`src/rtl/pll_lock_divider_if.sv`:
```
// Control and status bundle for pll_lock_divider: enable, reference tick,
// expected period and divide values in; divided clocks, lock status and period out.
interface pll_lock_divider_if #(
  parameter int NUM_OUT   = 4,
  parameter int DIV_WIDTH = 8,
  parameter int CNT_WIDTH = 12
);
  logic                           PLL_EN;
  logic                           REF_TICK;
  logic [CNT_WIDTH-1:0]           EXP_COUNT;
  logic [NUM_OUT*DIV_WIDTH-1:0]   DIV;
  logic [NUM_OUT-1:0]             CLK_OUT;
  logic                           LOCK;
  logic                           LOCK_LOST;
  logic [CNT_WIDTH-1:0]           PERIOD;

  modport master (
    output PLL_EN, REF_TICK, EXP_COUNT, DIV,
    input  CLK_OUT, LOCK, LOCK_LOST, PERIOD
  );

  modport slave (
    input  PLL_EN, REF_TICK, EXP_COUNT, DIV,
    output CLK_OUT, LOCK, LOCK_LOST, PERIOD
  );
endinterface

```
`src/rtl/pll_lock_divider.sv`:
```
// PLL output stage: reference-period measurement, lock acquisition/loss FSM and
// NUM_OUT phase-aligned programmable clock dividers that run only while locked.
module pll_lock_divider #(
  parameter int NUM_OUT    = 4,
  parameter int DIV_WIDTH  = 8,
  parameter int CNT_WIDTH  = 12,
  parameter int LOCK_TIMER = 16,
  parameter int TOL        = 2
) (
  input logic                CLK,
  input logic                RESET,
  pll_lock_divider_if.slave  bus
);

  localparam logic [1:0] ST_IDLE   = 2'd0;
  localparam logic [1:0] ST_WAIT   = 2'd1;
  localparam logic [1:0] ST_ACQ    = 2'd2;
  localparam logic [1:0] ST_LOCKED = 2'd3;

  localparam int GW = $clog2(LOCK_TIMER + 1);
  localparam logic [GW-1:0]          GOOD_LAST = GW'(LOCK_TIMER - 1);
  localparam logic [CNT_WIDTH-1:0]   CNT_MAX   = '1;
  localparam logic [CNT_WIDTH-1:0]   CNT_PRE   = {{(CNT_WIDTH-1){1'b1}}, 1'b0};
  localparam logic [CNT_WIDTH-1:0]   CNT_ONE   = CNT_WIDTH'(1);
  localparam logic signed [CNT_WIDTH:0] TOL_S  = (CNT_WIDTH+1)'(TOL);

  // Deviation is taken one bit wider than the counter so it can never wrap.
  function automatic logic in_tol(input logic [CNT_WIDTH-1:0] n,
                                  input logic [CNT_WIDTH-1:0] e);
    logic signed [CNT_WIDTH:0] dev;
    dev = $signed({1'b0, n}) - $signed({1'b0, e});
    if (dev < 0) dev = -dev;
    return dev <= TOL_S;
  endfunction

  function automatic logic [DIV_WIDTH-1:0] clamp_div(input logic [DIV_WIDTH-1:0] d);
    return (d < DIV_WIDTH'(2)) ? DIV_WIDTH'(2) : d;
  endfunction

  function automatic logic [DIV_WIDTH-1:0] half_hi(input logic [DIV_WIDTH-1:0] d);
    return (d >> 1) + {{(DIV_WIDTH-1){1'b0}}, d[0]};
  endfunction

  logic [1:0]           state;
  logic [CNT_WIDTH-1:0] per_cnt;
  logic [GW-1:0]        good_cnt;
  logic [CNT_WIDTH-1:0] period_q;
  logic                 lock_q;
  logic                 lost_q;
  logic [NUM_OUT-1:0]   clk_out_w;

  logic measuring, tick_meas, sat_evt, good, bad_evt, lock_enter, lock_drop;

  assign measuring  = bus.PLL_EN && ((state == ST_ACQ) || (state == ST_LOCKED));
  assign tick_meas  = measuring && bus.REF_TICK;
  assign sat_evt    = measuring && !bus.REF_TICK && (per_cnt == CNT_PRE);
  assign good       = in_tol(per_cnt, bus.EXP_COUNT);
  assign bad_evt    = (tick_meas && !good) || sat_evt;
  assign lock_enter = (state == ST_ACQ) && tick_meas && good && (good_cnt == GOOD_LAST);
  assign lock_drop  = (state == ST_LOCKED) && bad_evt;

  always_ff @(posedge CLK or posedge RESET) begin
    if (RESET) begin
      state    <= ST_IDLE;
      per_cnt  <= '0;
      good_cnt <= '0;
      period_q <= '0;
      lock_q   <= 1'b0;
      lost_q   <= 1'b0;
    end else if (!bus.PLL_EN) begin
      state    <= ST_IDLE;
      per_cnt  <= '0;
      good_cnt <= '0;
      period_q <= '0;
      lock_q   <= 1'b0;
      lost_q   <= 1'b0;
    end else begin
      lost_q <= lock_drop;
      case (state)
        ST_IDLE: state <= ST_WAIT;
        ST_WAIT: begin
          if (bus.REF_TICK) begin
            state   <= ST_ACQ;
            per_cnt <= CNT_ONE;
          end
        end
        default: begin
          // Every tick closes one measurement and opens the next.
          if (bus.REF_TICK) begin
            period_q <= per_cnt;
            per_cnt  <= CNT_ONE;
          end else if (per_cnt != CNT_MAX) begin
            per_cnt <= per_cnt + CNT_ONE;
          end
          if (bad_evt || lock_enter)
            good_cnt <= '0;
          else if (bus.REF_TICK && (state == ST_ACQ))
            good_cnt <= good_cnt + GW'(1);
          if (lock_enter) begin
            state  <= ST_LOCKED;
            lock_q <= 1'b1;
          end else if (lock_drop) begin
            state  <= ST_ACQ;
            lock_q <= 1'b0;
          end
        end
      endcase
    end
  end

  for (genvar g = 0; g < NUM_OUT; g++) begin : g_ch
    logic [DIV_WIDTH-1:0] ch_d, ch_c, ch_new;
    logic                 ch_out;

    assign ch_new = clamp_div(bus.DIV[g*DIV_WIDTH +: DIV_WIDTH]);

    // Shadow divide value only changes at a wrap, so periods are never cut short.
    always_ff @(posedge CLK or posedge RESET) begin
      if (RESET) begin
        ch_d   <= '0;
        ch_c   <= '0;
        ch_out <= 1'b0;
      end else if (lock_enter) begin
        ch_d   <= ch_new;
        ch_c   <= '0;
        ch_out <= 1'b1;
      end else if (bus.PLL_EN && (state == ST_LOCKED) && !lock_drop) begin
        if (ch_c == ch_d - 1'b1) begin
          ch_d   <= ch_new;
          ch_c   <= '0;
          ch_out <= 1'b1;
        end else begin
          ch_c   <= ch_c + 1'b1;
          ch_out <= (ch_c + 1'b1) < half_hi(ch_d);
        end
      end else begin
        ch_c   <= '0;
        ch_out <= 1'b0;
      end
    end

    assign clk_out_w[g] = ch_out;
  end

  assign bus.CLK_OUT   = clk_out_w;
  assign bus.LOCK      = lock_q;
  assign bus.LOCK_LOST = lost_q;
  assign bus.PERIOD    = period_q;

endmodule

```
`src/flat_wrapper.sv`:
```
// flat-port wrapper written by rule: the top's interface ports become plain ports
module pll_lock_divider_flat 
#(
  parameter int NUM_OUT    = 4,
  parameter int DIV_WIDTH  = 8,
  parameter int CNT_WIDTH  = 12,
  parameter int LOCK_TIMER = 16,
  parameter int TOL        = 2
)
  (CLK, RESET, bus_PLL_EN, bus_REF_TICK, bus_EXP_COUNT, bus_DIV, bus_CLK_OUT, bus_LOCK, bus_LOCK_LOST, bus_PERIOD);
  pll_lock_divider_if #(.NUM_OUT(NUM_OUT), .DIV_WIDTH(DIV_WIDTH), .CNT_WIDTH(CNT_WIDTH)) bus_i ();
  input logic CLK;
  input logic RESET;
  input wire logic [$bits(bus_i.PLL_EN)-1:0] bus_PLL_EN;
  input wire logic [$bits(bus_i.REF_TICK)-1:0] bus_REF_TICK;
  input wire logic [$bits(bus_i.EXP_COUNT)-1:0] bus_EXP_COUNT;
  input wire logic [$bits(bus_i.DIV)-1:0] bus_DIV;
  output wire logic [$bits(bus_i.CLK_OUT)-1:0] bus_CLK_OUT;
  output wire logic [$bits(bus_i.LOCK)-1:0] bus_LOCK;
  output wire logic [$bits(bus_i.LOCK_LOST)-1:0] bus_LOCK_LOST;
  output wire logic [$bits(bus_i.PERIOD)-1:0] bus_PERIOD;
  assign bus_i.PLL_EN = bus_PLL_EN;
  assign bus_i.REF_TICK = bus_REF_TICK;
  assign bus_i.EXP_COUNT = bus_EXP_COUNT;
  assign bus_i.DIV = bus_DIV;
  assign bus_CLK_OUT = bus_i.CLK_OUT;
  assign bus_LOCK = bus_i.LOCK;
  assign bus_LOCK_LOST = bus_i.LOCK_LOST;
  assign bus_PERIOD = bus_i.PERIOD;
  pll_lock_divider #(.NUM_OUT(NUM_OUT), .DIV_WIDTH(DIV_WIDTH), .CNT_WIDTH(CNT_WIDTH), .LOCK_TIMER(LOCK_TIMER), .TOL(TOL)) u_core (.CLK(CLK), .RESET(RESET), .bus(bus_i));
endmodule
```
`config.mk`:
```
export PLATFORM = sky130hd
export DESIGN_NAME = pll_lock_divider_flat
export DESIGN_NICKNAME = d
export VERILOG_FILES = /design/src/rtl/pll_lock_divider_if.sv /design/src/rtl/pll_lock_divider.sv /design/src/flat_wrapper.sv
export SDC_FILE = /design/constraint.sdc
export NUM_CORES = 1
export LEC_CHECK = 0
export BUFFER_PORTS_ARGS = -buffer_cell sky130_fd_sc_hd__buf_2
export CORE_AREA = 2 2 134 202
export CTS_CLUSTER_SIZE = 25
export DETAILED_ROUTE_END_ITERATION = 16
export DIE_AREA = 0 0 136 204
export GPL_ROUTABILITY_DRIVEN = 1
export GPL_TIMING_DRIVEN = 0
export PLACE_DENSITY = 0.51
export SYNTH_ARGS = -nofsm -noshare
export SYNTH_HDL_FRONTEND = slang
export SYNTH_SLANG_ARGS = --single-unit
```
`constraint.sdc`:
```
create_clock -name CLK -period 4.54 [get_ports CLK]
set_input_delay 0.227 -clock CLK [delete_from_list [all_inputs] [get_ports CLK]]
set_output_delay 0.227 -clock CLK [all_outputs]
set_load 0.1 [all_outputs]
```
Word-level counts from Yosys, hierarchy flattened
Cells that the tools add are included.
Word-level totals
  register bits after elaboration: 101
  bits of input ports: 48
  logic and storage cells: 159
Operators by class
  $add $sub $neg: 16
  order comparisons: 10
  equality and inequality tests: 18
  mux-type cells: 63
  reduce and logical (&&, ||, !) cells: 34
Operator list (count)
  $mux W8: 28
  $mux W12: 7
  $add A7 B1 Y8: 4
  $add A8 B1 Y8 const B: 4
  $eq A8 B8 Y1: 4
  $lt A8 B2 Y1 const B: 4
  $lt A8 B8 Y1: 4
  $sub A8 B1 Y8 const B: 4
  $pmux W12 S2: 1
  $mux W5: 4
  $mux W1: 17
  $reduce_and A2 Y1: 8
  $le A13 B3 Y1 const B: 1
  $lt A13 B1 Y1 const B: 1
  $mux W13: 1
  $neg A13 Y13: 1
  $sub A12 B12 Y13: 1
  $add A12 B1 Y12 const B: 1
  $eq A12 B12 Y1 const B: 1
  $logic_and A1 B1 Y1: 12
  $ne A12 B12 Y1 const B: 1
  $reduce_bool A2 Y1: 5
  $ne A3 B1 Y1 const B: 3
  $mux W2: 4
  other kinds (14): 20

Longest topological paths before layout
  depth in word-level cells: 12
  gate-level depth with buffers: 15

Least setup slack after synthesis
OpenSTA, ideal clock, no wires.
  kind: register to register
  start point: register u_core.per_cnt[0]
  end point: register u_core.g_ch[1].ch_d[2]
  setup time: 0.125 ns
  arrival time: 3.462 ns
  required time: 4.415 ns
  setup slack: 0.953 ns
  cell stages (with the launch flop): 15
  path buffers: 0
  cells stage by stage: dfrtp_1 -> inv_1 -> ha_1 -> fa_1 -> nand2b_1 -> a21o_1 -> a211oi_2 -> o41ai_4 -> a311o_1 -> o211ai_1 -> o211a_2 -> o2111ai_4 -> and2_4 -> o21ai_4 -> mux2_4
Between the ends
  longest elaborated chain between the ends: 12
  elaborated cells between the ends (all ways): 19
  classes of those cells: add/sub: 2; order compare: 2; eq/ne: 1; mux: 2; reduce/logical: 12
RTL lines
  from (decl): RTL line pll_lock_divider.sv:45  | logic [CNT_WIDTH-1:0] per_cnt;
  from (signal assigned): RTL line pll_lock_divider.sv:93  | per_cnt <= per_cnt + CNT_ONE;
  $sub A12 B12 Y13: RTL line pll_lock_divider.sv:31  | dev = $signed({1'b0, n}) - $signed({1'b0, e});
  $neg A13 Y13 or $lt A13 B1 Y1 (tied branches): RTL line pll_lock_divider.sv:32  | if (dev < 0) dev = -dev;
  $mux W13: RTL line pll_lock_divider.sv:32
  $le A13 B3 Y1: RTL line pll_lock_divider.sv:33  | return dev <= TOL_S;
  $logic_not A1 Y1: RTL line pll_lock_divider.sv:58  | assign bad_evt = (tick_meas && !good) || sat_evt;
  $logic_and A1 B1 Y1: RTL line pll_lock_divider.sv:58
  $logic_or A1 B1 Y1: RTL line pll_lock_divider.sv:58
  $logic_and A1 B1 Y1: RTL line pll_lock_divider.sv:60  | assign lock_drop = (state == ST_LOCKED) && bad_evt;
  $logic_not A1 Y1: RTL line pll_lock_divider.sv:127  | end else if (bus.PLL_EN && (state == ST_LOCKED) && !lock_drop) begin
  $logic_and A1 B1 Y1: RTL line pll_lock_divider.sv:127
  $reduce_bool A2 Y1 (no line)
  $reduce_and A2 Y1 (no line)
  to (signal assigned): RTL line pll_lock_divider.sv:124  | ch_d <= ch_new;
  to (signal assigned): RTL line pll_lock_divider.sv:129  | ch_d <= ch_new;
  to (decl): RTL line pll_lock_divider.sv:112  | logic [DIV_WIDTH-1:0] ch_d, ch_c, ch_new;
Several ways; a longest one is shown, not always the timed one.
A chain may end at the register's enable or synchronous reset.

Worst setup path after layout
Same ends and word-level chain as after synthesis.

==> metrics <==
antenna-violating nets left=0; Synthesized Nets=966; EDFF count, synth=0; kind of critical path=reg2reg; GRT Util Overall=13.6%; setup ws final=~0.37 ns; Pre-antenna DRT Iters=5; CP peak stage delay=0.45 ns; peak supply drop=142 uV; # rows=73; hold_sp=bus_DIV[16]; CTS tree=built; synthesized area per cell=between 8 and 9 sq um; fin crit period=between 4 and 5 ns; layout cells sized above 1=between 15 and 20%; Routed WL per cell=14.2 um; relative slew slack=39.8%; Pwr Total=0.00189 W; final worst-path cycle share=91.8%; WHS=0.119 ns; number of antenna violations at the first check in global routing=1; CP cell instances=inv_1, ha_1, fa_1, nand2b_1, a21o_1, a211oi_2, o41a_1, xnor2_1, o32ai_1, a21oi_1, o2111ai_4, and2_4, o21ai_4, mux2_4; CTS clk-pin slew, worst paths=roughly 0.07 ns; die width=136 um; Setup Buffers After CTS=0; Mapped Cells=about 860; RSZ-0062 raised after global routing=no; post-place instance area=~0.0085 sq mm; DRT iter0 DRCs=161; starting density of the core=roughly 29%; start of the worst register-to-register path=u_core.per_cnt[0]; pwr/cell area=216 mW/mm^2; Netlist Area Pre-Place=0.00768 sq mm; Via density=4.84; die height=204 um; Clock Latency Late Sink=0.35 ns; Root Buffer=clkbuf_16; post-route cell area=0.00876 sq mm; fin. max-slew vios=0; commonest non-fill, non-tap cell in the layout=dfrtp_1; Max FO, Critical Path=8; total CTS buffers=9; Residual DRC=0; sequential cell area=0.00253 sq mm; vias in the first global route=6310; sequential area share after synthesis=approximately a third; worst slew pin tran=0.880 ns; max_cap viols=0; number of I/O pins=66; synthesis-to-layout area growth=14.0%; Leak=4.02 nW; Max Clk Rate=0.240 GHz; DIE AREA=0.0277 sq mm; final hold vios=0; number of port buffers=65; Req. time, crit path=4.77 ns; CTS sink count=101; core area=0.0261 sq mm; Bufs on Longest Clock Path=2; vias=6175; CP delay by family, top=compound AO/OA/AOI/OAI gates; pre-CTS setup slack=0.367 ns; Ys Warns=0; Crit-path slowest cell=dfrtp_1; status=finished clean; CP bufs+invs=1; placed wire-length estimate after detailed placement=14200 um; launch point of the worst path=u_core.per_cnt[0]; largest net degree at the start of global routing=61; # H-tree levels=3; total congestion overflow=0; post-synth cell types=76; Final #Nets=approximately 1000; register bit total from synthesis=101; fillcell total=roughly 2800; wire length of the first global-routing pass=30700 um; diode count=0; crit path DAT=4.39 ns; prevailing post-synth register cell=dfrtp_1; HP Class=in2reg; WL final=18100 um; commonest non-fill, non-tap cells in the layout=101 x dfrtp_1, 97 x nand2_1, 69 x buf_2, 60 x ha_1, 56 x nor2_1; Multi-input gate area=roughly 0.005 sq mm; Placer Congestion=0.790; setup TNS=0 ns; Critical Path End Type=flip-flop; Post-Route Skew=0.00896 ns; asr flop ratio synth=100%; setup violators final=0; startpoint types=flip-flop
-- cell usage after synthesis, types with 3 or more instances --
master / count / area share (%)
mux2i_1: 10 / 1.3
nand4_1: 11 / 0.90
o21ai_0: 40 / 2.6
buf_4: 4 / 0.39
nor3_1: 12 / 0.78
a21o_1: 7 / 0.68
or4_1: 4 / 0.39
nor3b_1: 4 / 0.39
inv_1: 35 / 1.7
nand2b_1: 16 / 1.3
a21oi_1: 35 / 2.3
buf_2: 4 / 0.26
nor2b_1: 36 / 2.9
nand3_1: 42 / 2.7
a211oi_1: 4 / 0.39
nand2_1: 97 / 4.7
a31oi_1: 5 / 0.41
nand2_2: 3 / 0.24
dfrtp_1: 101 / 33
ha_1: 60 / 9.8
or3_1: 4 / 0.33
clkbuf_1: 26 / 1.3
o31ai_1: 13 / 1.3
and2_1: 5 / 0.41
xor2_1: 47 / 5.4
nand3b_1: 6 / 0.59
o21a_1: 4 / 0.39
a21boi_0: 17 / 1.7
mux2_2: 18 / 2.6
and3_1: 15 / 1.2
xnor2_1: 54 / 6.2
nor4_1: 10 / 0.81
mux2_4: 6 / 1.2
nor2_1: 56 / 2.7
-- area by class of cell --
type                       count  area share [%]
inverter                      35            1.53
clock buffer                  11            2.89
buffer                        34            1.69
sequential                   101            28.9
tap                          337            4.81
clock inverter                 5           0.400
multi-input combinational    687            55.7
timing repair buffer          67            4.14
-- worst reg2reg max path: cells and delay by family (launching register included) --
kind / cells / cell delay [ns]
xor gates and xnor gates: 1 / 0.16
adders and majority gates: 2 / 0.66
and+or+nand+nor: 2 / 0.42
buffers and inverters: 1 / 0.11
AOI/OAI and AO/OA: 7 / 1.91
muxes: 1 / 0.35
DFF: 1 / 0.45
-- through the flow --
step / utilization, % / instances
finish: 33.5 / 1277
global route: 33.5 / 1277
floorplan: - / 857
CTS: 33.5 / 1277
global placement: 32.3 / 1259
detailed placement: 32.4 / 1260
-- state kept, by name (all words and copies together) (netlist names) --
| register | flops |
|---|---|
| u_core.bus.LOCK | 1 |
| u_core.bus.LOCK_LOST | 1 |
| u_core.bus.PERIOD | 12 |
| u_core.g_ch.ch_c | 32 |
| u_core.g_ch.ch_d | 32 |
| u_core.g_ch.ch_out | 4 |
| u_core.good_cnt | 5 |
| u_core.per_cnt | 12 |
| u_core.state | 2 |
-- path summary, 6_finish.rpt --
kind,end,slack (ns),cells after the start
setup / recovery,u_core.g_ch[1].ch_d[2],0.37,14
hold / removal,u_core.g_ch[2].ch_d[0],0.12,3
setup reg to reg,u_core.g_ch[1].ch_d[2],0.37,14
hold reg to reg,u_core.bus.PERIOD[5],0.53,2
max in group asynchronous,u_core.bus.PERIOD[11],3.35,4
min in group asynchronous,u_core.g_ch[2].ch_d[0],0.49,3
-- cell families (layout without fill, tap and decap cells) --
group           Yosys count  in the layout  synth area share [%]
xor+xnor                103            103                  11.9
flops                   101            101                  32.9
compound gates          157            157                  14.6
mux                      34             34                  5.11
buf+inv                  69            152                  3.63
fa+ha+maj                61             61                  10.0
simple gates            332            332                  21.8
-- power by group --
part | total, W | internal [W] | switching, W
combinational | 0.000216 | 0.0000793 | 0.000136
clock | 0.000755 | 0.000403 | 0.000353
sequential | 0.000917 | 0.000907 | 0.0000105
total | 0.00189 | 0.00139 | 0.000500
-- routing by layer --
layer | global-route usage [%] | part of all wire [%] | up-vias | wire length (um)
li1 | - | - | 3141 | -
met1 | 15.6 | 42 | 2936 | 7560
met2 | 25.7 | 54 | 76 | 9790
met3 | 1.51 | 1.7 | 20 | 316
met4 | 4.84 | 2.2 | 2 | 403
met5 | 0 | 0.061 | - | 11
-- what timing repair did --
item	CTS	global route
hold endpoints to repair	41	0
hold buffers	1	0
gates resized for setup	0	0
(Power assumes the default switching activity.)
